===== src/rtl/reg_dest_pkg.sv =====
// ---------------------------------------------------------------------------
// reg_dest_pkg
// Shared definitions for the register-destination tracker:
//   - dest_sel encodings (SEL_RT, SEL_RD, SEL_RA, SEL_SP, SEL_RS)
//   - default fixed destinations for $ra and $sp
//   - stage_t: one writeback delay-line slot {valid, addr}
// ---------------------------------------------------------------------------
package reg_dest_pkg;

    localparam int DEF_REG_ADDR_W = 5;
    localparam int DEF_RA_REG     = 31;
    localparam int DEF_SP_REG     = 29;

    localparam logic [2:0] SEL_RT = 3'b000;
    localparam logic [2:0] SEL_RD = 3'b001;
    localparam logic [2:0] SEL_RA = 3'b010;
    localparam logic [2:0] SEL_SP = 3'b011;
    localparam logic [2:0] SEL_RS = 3'b100;

    // The address field is sized by the default register address width; the
    // tracker is built with REG_ADDR_W equal to this value.
    typedef struct packed {
        logic                      valid;
        logic [DEF_REG_ADDR_W-1:0] addr;
    } stage_t;

endpackage


===== src/rtl/reg_dest_scoreboard.sv =====
// ---------------------------------------------------------------------------
// reg_dest_scoreboard
// Per-register pending-write counters with busy vector and two hazard
// lookups.
//   clk_i, rst_i      : clock, asynchronous active-high reset
//   flush_i           : clears every counter (overrides inc/dec)
//   inc_en_i/addr_i   : tracked issue accepted this cycle
//   dec_en_i/addr_i   : retire (writeback strobe) this cycle
//   src_a_i, src_b_i  : source registers to look up
//   busy_vec_o        : bit i set while register i has a pending write
//   hazard_a_o/b_o    : pending-write flag for each source
// Optional macro REG_DEST_TRACK_BYPASS_EN: a hazard is suppressed when the
// only pending write to that source is retiring in the current cycle.
// ---------------------------------------------------------------------------
module reg_dest_scoreboard #(
    parameter int REG_ADDR_W = 5,
    parameter int NUM_REGS   = 32,
    parameter int PIPE_DEPTH = 3
) (
    input  logic                  clk_i,
    input  logic                  rst_i,
    input  logic                  flush_i,
    input  logic                  inc_en_i,
    input  logic [REG_ADDR_W-1:0] inc_addr_i,
    input  logic                  dec_en_i,
    input  logic [REG_ADDR_W-1:0] dec_addr_i,
    input  logic [REG_ADDR_W-1:0] src_a_i,
    input  logic [REG_ADDR_W-1:0] src_b_i,
    output logic [NUM_REGS-1:0]   busy_vec_o,
    output logic                  hazard_a_o,
    output logic                  hazard_b_o
);

    localparam int CNT_W = $clog2(PIPE_DEPTH + 1);

    logic [CNT_W-1:0] cnt_q [NUM_REGS];
    logic [CNT_W-1:0] cnt_d [NUM_REGS];

    // Simultaneous inc and dec on one register cancel. Register 0 is hardwired
    // to zero and never counted.
    always_comb begin
        for (int i = 0; i < NUM_REGS; i++) begin
            cnt_d[i] = cnt_q[i];
        end
        if (flush_i) begin
            for (int i = 0; i < NUM_REGS; i++) begin
                cnt_d[i] = '0;
            end
        end else begin
            for (int i = 1; i < NUM_REGS; i++) begin
                if ((inc_en_i && (inc_addr_i == REG_ADDR_W'(i))) &&
                    !(dec_en_i && (dec_addr_i == REG_ADDR_W'(i)))) begin
                    cnt_d[i] = cnt_q[i] + CNT_W'(1);
                end else if ((dec_en_i && (dec_addr_i == REG_ADDR_W'(i))) &&
                             !(inc_en_i && (inc_addr_i == REG_ADDR_W'(i)))) begin
                    cnt_d[i] = cnt_q[i] - CNT_W'(1);
                end
            end
        end
        cnt_d[0] = '0;
    end

    always_ff @(posedge clk_i or posedge rst_i) begin
        if (rst_i) begin
            for (int i = 0; i < NUM_REGS; i++) begin
                cnt_q[i] <= '0;
            end
        end else begin
            cnt_q <= cnt_d;
        end
    end

    always_comb begin
        busy_vec_o = '0;
        for (int i = 0; i < NUM_REGS; i++) begin
            busy_vec_o[i] = (cnt_q[i] != '0);
        end
    end

`ifdef REG_DEST_TRACK_BYPASS_EN
    // Write-through in the register file delivers the retiring value this
    // cycle, so the last outstanding write no longer blocks its readers.
    assign hazard_a_o = busy_vec_o[src_a_i] &&
                        !((cnt_q[src_a_i] == CNT_W'(1)) && dec_en_i && (dec_addr_i == src_a_i));
    assign hazard_b_o = busy_vec_o[src_b_i] &&
                        !((cnt_q[src_b_i] == CNT_W'(1)) && dec_en_i && (dec_addr_i == src_b_i));
`else
    assign hazard_a_o = busy_vec_o[src_a_i];
    assign hazard_b_o = busy_vec_o[src_b_i];
`endif

endmodule


===== src/rtl/reg_dest_track.sv =====
// ---------------------------------------------------------------------------
// reg_dest_track
// Selects the write-destination register, carries it through a PIPE_DEPTH
// stage writeback delay line and keeps a pending-write scoreboard for RAW
// hazard detection on two source operands.
//   clk, reset            : clock, asynchronous active-high reset
//   issue_valid/issue_wr  : instruction presented / writes a register
//   dest_sel              : 000 rt, 001 rd, 010 RA_REG, 011 SP_REG, 100 rs
//   inst25_21/20_16/15_11 : rs / rt / rd fields
//   stall, flush          : freeze delay line / discard everything in flight
//   src_a, src_b          : source registers to check
//   dest_addr             : combinational selected destination (0 if illegal)
//   dest_err              : one-cycle pulse after accepting an illegal sel
//   wb_valid, wb_addr     : writeback strobe and address
//   hazard_a/b, busy_vec  : scoreboard outputs
// Optional macro REG_DEST_TRACK_BYPASS_EN enables retire-cycle hazard bypass
// (see reg_dest_scoreboard).
// ---------------------------------------------------------------------------
module reg_dest_track
    import reg_dest_pkg::*;
#(
    parameter int REG_ADDR_W = DEF_REG_ADDR_W,
    parameter int NUM_REGS   = 2 ** REG_ADDR_W,
    parameter int PIPE_DEPTH = 3,
    parameter int RA_REG     = DEF_RA_REG,
    parameter int SP_REG     = DEF_SP_REG
) (
    input  logic                  clk,
    input  logic                  reset,
    input  logic                  issue_valid,
    input  logic                  issue_wr,
    input  logic [2:0]            dest_sel,
    input  logic [REG_ADDR_W-1:0] inst25_21,
    input  logic [REG_ADDR_W-1:0] inst20_16,
    input  logic [REG_ADDR_W-1:0] inst15_11,
    input  logic                  stall,
    input  logic                  flush,
    input  logic [REG_ADDR_W-1:0] src_a,
    input  logic [REG_ADDR_W-1:0] src_b,
    output logic [REG_ADDR_W-1:0] dest_addr,
    output logic                  dest_err,
    output logic                  wb_valid,
    output logic [REG_ADDR_W-1:0] wb_addr,
    output logic                  hazard_a,
    output logic                  hazard_b,
    output logic [NUM_REGS-1:0]   busy_vec
);

    logic   sel_legal;
    logic   accept;
    logic   track;
    logic   dest_err_q, dest_err_d;
    stage_t stage_q [PIPE_DEPTH];
    stage_t stage_d [PIPE_DEPTH];

    always_comb begin
        dest_addr = '0;
        sel_legal = 1'b1;
        case (dest_sel)
            SEL_RT:  dest_addr = inst20_16;
            SEL_RD:  dest_addr = inst15_11;
            SEL_RA:  dest_addr = REG_ADDR_W'(RA_REG);
            SEL_SP:  dest_addr = REG_ADDR_W'(SP_REG);
            SEL_RS:  dest_addr = inst25_21;
            default: sel_legal = 1'b0;
        endcase
    end

    assign accept = issue_valid && !stall && !flush;
    // Writes to register 0 and non-writing instructions travel as bubbles.
    assign track  = accept && issue_wr && sel_legal && (dest_addr != '0);

    assign dest_err_d = accept && !sel_legal;

    always_comb begin
        for (int i = 0; i < PIPE_DEPTH; i++) begin
            stage_d[i] = stage_q[i];
        end
        if (flush) begin
            for (int i = 0; i < PIPE_DEPTH; i++) begin
                stage_d[i] = '0;
            end
        end else if (!stall) begin
            stage_d[0].valid = track;
            stage_d[0].addr  = track ? dest_addr : '0;
            for (int i = 1; i < PIPE_DEPTH; i++) begin
                stage_d[i] = stage_q[i-1];
            end
        end
    end

    always_ff @(posedge clk or posedge reset) begin
        if (reset) begin
            dest_err_q <= 1'b0;
            for (int i = 0; i < PIPE_DEPTH; i++) begin
                stage_q[i] <= '0;
            end
        end else begin
            dest_err_q <= dest_err_d;
            stage_q    <= stage_d;
        end
    end

    assign dest_err = dest_err_q;
    // A stalled last stage holds its entry; the strobe is withheld until it moves.
    assign wb_valid = stage_q[PIPE_DEPTH-1].valid && !stall;
    assign wb_addr  = stage_q[PIPE_DEPTH-1].addr;

    reg_dest_scoreboard #(
        .REG_ADDR_W (REG_ADDR_W),
        .NUM_REGS   (NUM_REGS),
        .PIPE_DEPTH (PIPE_DEPTH)
    ) u_scoreboard (
        .clk_i      (clk),
        .rst_i      (reset),
        .flush_i    (flush),
        .inc_en_i   (track),
        .inc_addr_i (dest_addr),
        .dec_en_i   (wb_valid),
        .dec_addr_i (wb_addr),
        .src_a_i    (src_a),
        .src_b_i    (src_b),
        .busy_vec_o (busy_vec),
        .hazard_a_o (hazard_a),
        .hazard_b_o (hazard_b)
    );

endmodule


===== config.mk =====
export PLATFORM = sky130hd
export DESIGN_NAME = reg_dest_track
export DESIGN_NICKNAME = d
export VERILOG_FILES = /design/src/rtl/reg_dest_pkg.sv /design/src/rtl/reg_dest_scoreboard.sv /design/src/rtl/reg_dest_track.sv
export SDC_FILE = /design/constraint.sdc
export NUM_CORES = 1
export LEC_CHECK = 0
export CORE_MARGIN = 4
export CORE_UTILIZATION = 30
export DETAILED_ROUTE_END_ITERATION = 16
export HOLD_SLACK_MARGIN = 0.06
export PLACE_DENSITY_LB_ADDON = 0.3
export SKIP_CTS_REPAIR_TIMING = 1
export SYNTH_ARGS = -nofsm -noshare
export SYNTH_HDL_FRONTEND = slang
export SYNTH_SLANG_ARGS = --single-unit

===== constraint.sdc =====
create_clock -name clk -period 4.85 [get_ports clk]
set_input_delay 1.455 -clock clk [delete_from_list [all_inputs] [get_ports clk]]
set_output_delay 1.455 -clock clk [all_outputs]
set_load 0.02 [all_outputs]

== Yosys cells after proc, flatten, opt, wreduce, memory -nomap -nowiden ==
Index checks and enable logic that the tools add are counted.
Storage, ports and cells
  register bits after elaboration: 81
  latch bits: 0
  memory bits (writable): 0
  memory bits (read-only): 0
  input bits: 34
  output and inout bits: 46
  logic and storage cells: 502
  memories kept: 0
Operators by class
  $add $sub $neg: 62
  $mul: 0
  div/mod/pow operators: 0
  $lt $le $gt $ge: 2
  equality and inequality tests: 67
  shifts and indexed selects: 0
  mux-type cells: 72
  bitwise operators: 0
  reduce and logical (&&, ||, !) cells: 261
Operator list (count)
  5-bit == test (second input constant): 32
  1-bit logical AND: 131
  2-bit 2-to-1 mux: 62
  3-bit nonzero test: 31
  5-bit by 4-bit == test with 1-bit output (second input constant): 16
  1-bit zero test: 65
  2-bit by 1-bit adder with 2-bit output (second input constant): 31
  62-bit 2-to-1 mux: 1
  2-bit nonzero test: 31
  2-bit by 1-bit subtractor with 2-bit output (second input constant): 31
  5-bit by 3-bit == test with 1-bit output (second input constant): 8
  18-bit 2-to-1 mux: 2
  5-bit case mux with 5 select lines: 1
  5-bit by 2-bit == test with 1-bit output (second input constant): 4
  5-bit by 6-bit less-than comparator with 1-bit output (second input constant): 2
  1-bit binary-select mux with 5-bit select: 2
  5-bit by 1-bit == test with 1-bit output (second input constant): 2
  3-bit by 2-bit == test with 1-bit output (second input constant): 2
  5-bit 2-to-1 mux: 1
  5-bit nonzero test: 1
  5-bit OR reduction: 1
  3-bit by 1-bit == test with 1-bit output (second input constant): 1
  3-bit == test (second input constant): 1
  3-bit zero test: 1
  2 further kinds: 4

== Logic depth before layout (Yosys ltp) ==
Gate-level depths: netlist of the first run.
  depth after elaboration: 12
  depth in mapped cells: 10
  gate-level depth less buffers: 6

== Cells and area by module ==
From an unflattened synthesis of the first run, not the netlist that was laid out.
Second synthesis, totals
  cells, all modules: 647
  area, all modules: 5739.3 sq um
By module, submodules not included
  reg_dest_scoreboard: times used 1, cells an instance 552, area each 4702.0 sq um, seq. area each 1551.5 sq um
  reg_dest_track: times used 1, cells an instance 95, area each 1037.2 sq um, seq. area each 475.5 sq um

== Least setup slack after synthesis of the first run ==
OpenSTA, ideal clock, no wires.
  kind: input -> output
  start: input port src_a[1]
  end: output port hazard_a
  arrival time: 3139 ps
  data required time: 3395 ps
  path slack: 256 ps
  stages on the path: 6
  path buffers: 2
  path through: clkbuf_1 buf_1 mux4_2 mux2i_1 mux2i_1 a21oi_1
Between the ends
  longest elaborated chain between the ends: 2
RTL lines
  start: declaration: RTL line reg_dest_track.sv:38  | input logic [REG_ADDR_W-1:0] src_a,
  1-bit binary-select mux with 5-bit select: RTL line reg_dest_scoreboard.sv:88  | assign hazard_a_o = busy_vec_o[src_a_i];
  1-bit 2-to-1 mux (not written as such): RTL line reg_dest_scoreboard.sv:88
  end: declaration: RTL line reg_dest_track.sv:44  | output logic hazard_a,
No other way between the ends. The select of a mux whose other input is x is not followed.

== Worst setup path after layout of the first run ==
  start: input port src_b[1]
  end: output port hazard_b
Between the ends
  longest elaborated chain between the ends: 2
RTL lines
  start: declaration: RTL line reg_dest_track.sv:39  | input logic [REG_ADDR_W-1:0] src_b,
  1-bit binary-select mux with 5-bit select: RTL line reg_dest_scoreboard.sv:89  | assign hazard_b_o = busy_vec_o[src_b_i];
  1-bit 2-to-1 mux (not written as such): RTL line reg_dest_scoreboard.sv:89
  end: declaration: RTL line reg_dest_track.sv:45  | output logic hazard_b,
No other way between the ends. The select of a mux whose other input is x is not followed.

==> results of run 1 <==
## power groups by stage
stage	Clock, mW	Sequential [mW]	Combinational, mW
finish	0.672	0.679	0.287
global route	0.712	0.679	0.305
CTS	0.686	0.679	0.287
detailed placement	0	0.692	0.286
global placement	0	0.692	0.284
floorplan	0	0.692	0.164
## sequential cells by signal, summed over array words and instances (netlist names)
| name | flops |
|---|---|
| u_scoreboard.cnt_q | 62 |
| wb_addr | 5 |
| stage_q | 13 |
| dest_err | 1 |
## layout make-up
cell class | instances | area (um2) | share of cell area
Inverter | 49 | 191.4 | 0.02188
Sequential cell | 81 | 2027 | 0.2317
Tap cell | 319 | 399.1 | 0.04562
Multi-Input combinational cell | 678 | 4737 | 0.5414
Timing Repair Buffer | 121 | 1121 | 0.1281
Clock inverter | 5 | 31.28 | 0.003575
Clock buffer | 11 | 242.7 | 0.02774
## placed cells by master, fill, tap and decap left out, types with 38 or more instances in the layout
cell type,Yosys,routed
a21oi_1,58,57
buf_4,12,42
clkdlybuf4s50_1,0,73
dfrtp_1,81,81
inv_1,43,42
mux2i_1,45,45
nand3_1,76,76
nor2_1,60,60
nor3_1,53,50
nor3b_1,38,38
## synth_stat cells, types with 5 or more instances
| cell type | n |
|---|---|
| inv_1 | 43 |
| dfrtp_1 | 81 |
| o21ai_0 | 11 |
| xor2_1 | 5 |
| a41oi_1 | 9 |
| o22ai_1 | 6 |
| or4_1 | 7 |
| nand4_1 | 14 |
| o2111ai_1 | 22 |
| nand2_1 | 33 |
| nor3b_1 | 38 |
| a211oi_1 | 9 |
| mux2i_1 | 45 |
| and4b_1 | 5 |
| o211ai_1 | 13 |
| clkbuf_1 | 32 |
| nor3_1 | 53 |
| buf_2 | 19 |
| o31ai_1 | 6 |
| nand3b_1 | 10 |
| a221oi_1 | 12 |
| mux4_2 | 12 |
| nand2b_1 | 5 |
| nor2b_1 | 9 |
| and4_1 | 5 |
| or3_1 | 14 |
| buf_1 | 5 |
| or2_2 | 8 |
| and3_1 | 26 |
| nor4b_1 | 10 |
| a21oi_1 | 58 |
| buf_4 | 12 |
| nand3_1 | 76 |
| buf_6 | 5 |
| nor4_1 | 15 |
| nor2_1 | 60 |
| xnor2_1 | 22 |
| nor3b_2 | 5 |
## critical path: stages
cell             delay (ps)
clkdlybuf4s50_1         400
buf_4                   180
buf_4                   180
nor3_1                  170
a21oi_1                  60
mux4_2                  460
mux2i_1                 180
a21oi_2                 100
clkbuf_2                170
## layer usage
layer | wire length (um) | part of all wire | up-vias
met5 | 0 | 0 | -
met4 | 381 | 0.015 | 0
met3 | 2108 | 0.082 | 29
met2 | 11520 | 0.45 | 324
met1 | 11670 | 0.45 | 3678
li1 | - | - | 3454
## metrics by stage
step                  util  cell area (um2)
global placement    0.3562             8462
floorplan                -             7310
finish              0.3684             8750
CTS                 0.3678             8736
detailed placement  0.3562             8462
global route        0.3684             8750
## path summary, 6_finish.rpt
kind                                   from                      to  slack, ps  cells past startpoint
worst max register to register   wb_addr[2]  u_scoreboard.cnt_q[55]       2240                      5
worst min-delay path            stage_q[13]             stage_q[13]        480                      2
worst max-delay path               src_b[1]                hazard_b         50                      9
max in group asynchronous             reset              stage_q[8]       2630                      3
min in group asynchronous             reset  u_scoreboard.cnt_q[55]       1500                      2
worst min register to register  stage_q[13]             stage_q[13]        480                      2
## logic make-up after synthesis
logic type	Yosys count
AOI/OAI and AO/OA	172
xor gates and xnor gates	27
buffers and inverters	122
DFF	81
muxes	59
other	1
and+or+nand+nor	419
==> metrics, run 1 <==
status finished clean; initial antenna violation count 0; Post-Synthesis Cells around 900; Final nets 974; HP Class reg -> reg; flops & latches, synth 81; Skew-Pair Late Insertion Delay 360 ps; Seq/Total Area, Yosys 0.2773; Design Power 1.639 mW; met1 Use GR 0.2687; placed cells 1248; row count 56; Most Crowded Layer GR met2; CP Class in -> out; antenna diode count 0; multiplexer area fraction after synthesis 0.1017; Clock Power Share 0.410; XOR/XNOR Fraction of Synth Area 0.03235; Synth-to-Final Area Change 19.70%; Switch Pwr 510.6 uW; Setup WS post-layout 45.23 ps; min cycle time layout between 4000 and 5000 ps; DR pass1 iterations 5; Syn Nets 915; vias in the first global route 6842; Setup Viol. Count Final 0; dpl hpwl 18.35 mm; Least-Margin Pin Slew 920.5 ps; first-pass GRT wire length 39.69 mm; largest net degree at the start of global routing 66; number of flops mapped to enable cells by yosys 0; CTS tree built; f_max 208.1 MHz; Max IR drop VDD 0.0001402 V; synth warn 0; startpoint types input port; share of cells above drive strength 1 0.1238; GRT Total Usage 0.1892; leak pwr 3.681 nW; RSZ-0062 raised after global routing yes; Hold Slack 482.7 ps; complex-gate fraction of the synthesized area 0.1636; Routed WL 25.68 mm; average size of a mapped cell 8.297 um2; power share of the combinational group 0.175; mean number of vias per cell 5.922; Worst Path Required around 3400 ps; Via Count 7485; Synth top area share 0.2773; post-DR wirelength/cell 20.32 um; GRT met2 Usage 0.2955; crit share post-route 0.9907; cell internal pwr 1.129 mW; met3 Usage GRT 0.04166; CTS sink cnt 81; Worst Path Max Fanout 9; Unique masters post-synth 67; asr flop ratio synth 1.000; Place WS -392.8 ps; Final ANT Viol Nets 0; global placement routability congestion around 0.87; fin. max-slew vios 0; non-filler cells, final 1264; max cap viols 0; die area 0.02693 mm2; DRC 0; sequential power share 0.415; CTS Root Cell clkbuf_16; IO Count 80; Core Box Area 0.02375 mm2; synthesized cell area roughly 0.0073 mm2; Clock Skew 11.14 ps; Synth Area in Simple Gates 0.3465; grt total ovfl 0; Final Hold Vio Count 0; Net Sw Frac 0.3115; Port Buf Inserts 78; # H-tree levels 3; die height around 160 um; Final TNS setup 0 ps; Die W 164.1 um; crit end category output port; Rel. slew slack 0.3841; combinational family with the most area after synthesis simple AND/OR/NAND/NOR gates; power density cells 187.3 mW/mm2; Num CTS Buffers 9; CP arrival ~3400 ps; layout filler cell count 2424; area leader, netlist dfrtp_1; Initial DRC Count about 700; post-synthesis adder-cell area fraction 0; clk slew on worst S/H paths 60 ps; Starting Density 0.3077; clk buf depth 2; top cells by area, synth dfrtp_1 (28%), mux2i_1 (6.2%), nand3_1 (5.2%); Main synth FF type dfrtp_1
(Power assumes the default switching activity.)
==> run 2, diff against run 1 <==
--- a/config.mk
+++ b/config.mk
@@ -5,12 +5,10 @@
 export SDC_FILE = /design/constraint.sdc
 export NUM_CORES = 1
 export LEC_CHECK = 0
-export CORE_MARGIN = 4
 export CORE_UTILIZATION = 30
 export DETAILED_ROUTE_END_ITERATION = 16
 export HOLD_SLACK_MARGIN = 0.06
 export PLACE_DENSITY_LB_ADDON = 0.3
-export SKIP_CTS_REPAIR_TIMING = 1
 export SYNTH_ARGS = -nofsm -noshare
 export SYNTH_HDL_FRONTEND = slang
 export SYNTH_SLANG_ARGS = --single-unit
==> run 2 against run 1 <==
Compared with the run above:
- highest routed layer unchanged
- largest power group is now the clock network
- largest cell class unchanged
- sequential power hardly changed
- final area up 0.96%
- via count down 0.40%
- power up 10%
- final cell count shrank 0.32%
- non-clock buffer count is 4 lower
- maximum frequency rose by 1.8%
- core utilization increased by 0.46 points
- combinational power decreased by 2%
- global-route usage increased by 1.8 points
==> metrics, run 2 (same netlist as run 1, synthesis figures left out) <==
Worst Path Required 3390 ps; Routed WL ~25 mm; initial antenna violation count 0; Initial DRC Count 779; FF-to-FF Start wb_addr[2]; max reg flops 62; HP Start stage_q[14]; Clock Skew about 9.4 ps; CTS tree built; global placement routability congestion approximately 0.85; Final Hold Vio Count 0; DR pass1 iterations 5; Core Box Area 0.02368 mm2; fin. max-slew vios 0; clk slew on worst S/H paths roughly 60 ps; die area around 0.025 mm2; Rel. slew slack 0.3904; Final TNS setup 0 ps; Final nets 970; Final ANT Viol Nets 0; Max IR drop VDD around 0.00015 V; Die W 158.1 um; Worst Path Max Fanout 6; clk buf depth 2; Critical Path Source dest_sel[2]; status finished clean; row count 56; post-DR wirelength/cell 19.94 um; startpoint types input port; max cap viols 0; GRT Total Usage 0.2074; Starting Density 0.3086; CTS Root Cell clkbuf_16; Num CTS Buffers 9; vias in the first global route 6802; die height between 150 and 200 um; Skew-Pair Late Insertion Delay between 300 and 400 ps; most common cell after layout, fill and taps aside dfrtp_1; IO Count 80; Synth-to-Final Area Change 20.85%; antenna diode count 0; power density cells 204.1 mW/mm2; leak pwr 3.710 nW; CP arrival about 3300 ps; first-pass GRT wire length between 30 and 40 mm; grt total ovfl 0; DRC 0; largest net degree at the start of global routing 110; min cycle time layout around 4700 ps; Setup Viol. Count Final 0; Port Buf Inserts a little under 80; CP Class in -> out; HP Class reg -> reg; Final Core Density 0.3730; most frequent cells in the layout dfrtp_1 (81), nand3_1 (76), clkdlybuf4s50_1 (72); dpl hpwl 18.06 mm; crit end category output port; Least-Margin Pin Slew 911.0 ps; Via Count 7455; # H-tree levels 3; f_max 211.9 MHz; CTS sink cnt 81; RSZ-0062 raised after global routing no; mean number of vias per cell 5.917; crit share post-route 0.9731; Worst R2R Setup Slack 2270 ps; share of cells above drive strength 1 0.1222; register bank with the most flops u_scoreboard.cnt_q
==> run 2: final cells by class <==
type                       count  area, um2
timing repair buffer         117       1109
sequential                    81       2027
fill                        2499      14850
inverter                      49      191.4
tap                          319      399.1
clock buffer                  12      256.5
clock inverter                 4      98.84
multi-input combinational    678       4752
==> run 2: report_power, final <==
| group | total, mW | switching (mW) | internal [mW] |
|---|---|---|---|
| logic | 0.282 | 0.191 | 0.0902 |
| clock network | 0.841 | 0.308 | 0.533 |
| registers | 0.680 | 0.00199 | 0.678 |
==> run 2: worst max-delay path, stage by stage <==
cell and delay [ps]:
clkdlybuf4s50_1 490, or2_4 290, o211a_1 300, inv_2 110, clkdlybuf4s50_1 610
==> run 2: through the flow <==
step                setup slack, ps  std cells  total power [mW]  hold WS, ps  area (um2)
global route                  43.88       1260             1.847        520.8        8833
finish                        130.6       1260             1.803        485.0        8833
detailed placement           -298.1       1244            0.9724        475.3        8444
global placement             -291.9       1244            0.9708        471.8        8444
floorplan                     255.9        881            0.8565        449.2        7310
CTS                           26.13       1260             1.813        489.3        8793
==> run 2: final timing paths <==
| path | endpoint | cells after the start |
|---|---|---|
| setup / recovery | dest_addr[1] | 5 |
| hold / removal | stage_q[14] | 2 |
| setup reg to reg | u_scoreboard.cnt_q[55] | 5 |
| hold reg to reg | stage_q[14] | 2 |
| max in group asynchronous | u_scoreboard.cnt_q[40] | 3 |
| min in group asynchronous | u_scoreboard.cnt_q[48] | 2 |
==> run 2: repair_timing <==
item	in CTS	in global routing
gates cloned	0	0
resized for setup	5	13
setup endpoints to repair	2	4
buffers inserted	0	0
hold buffers	0	0
==> run 2: layer usage <==
metal | share of wire | up-vias | GRT usage
li1 | - | 3457 | -
met1 | 0.45 | 3651 | 0.2890
met2 | 0.46 | 317 | 0.3294
met3 | 0.078 | 30 | 0.03285
met4 | 0.016 | 0 | 0.05723
met5 | 0 | - | 0
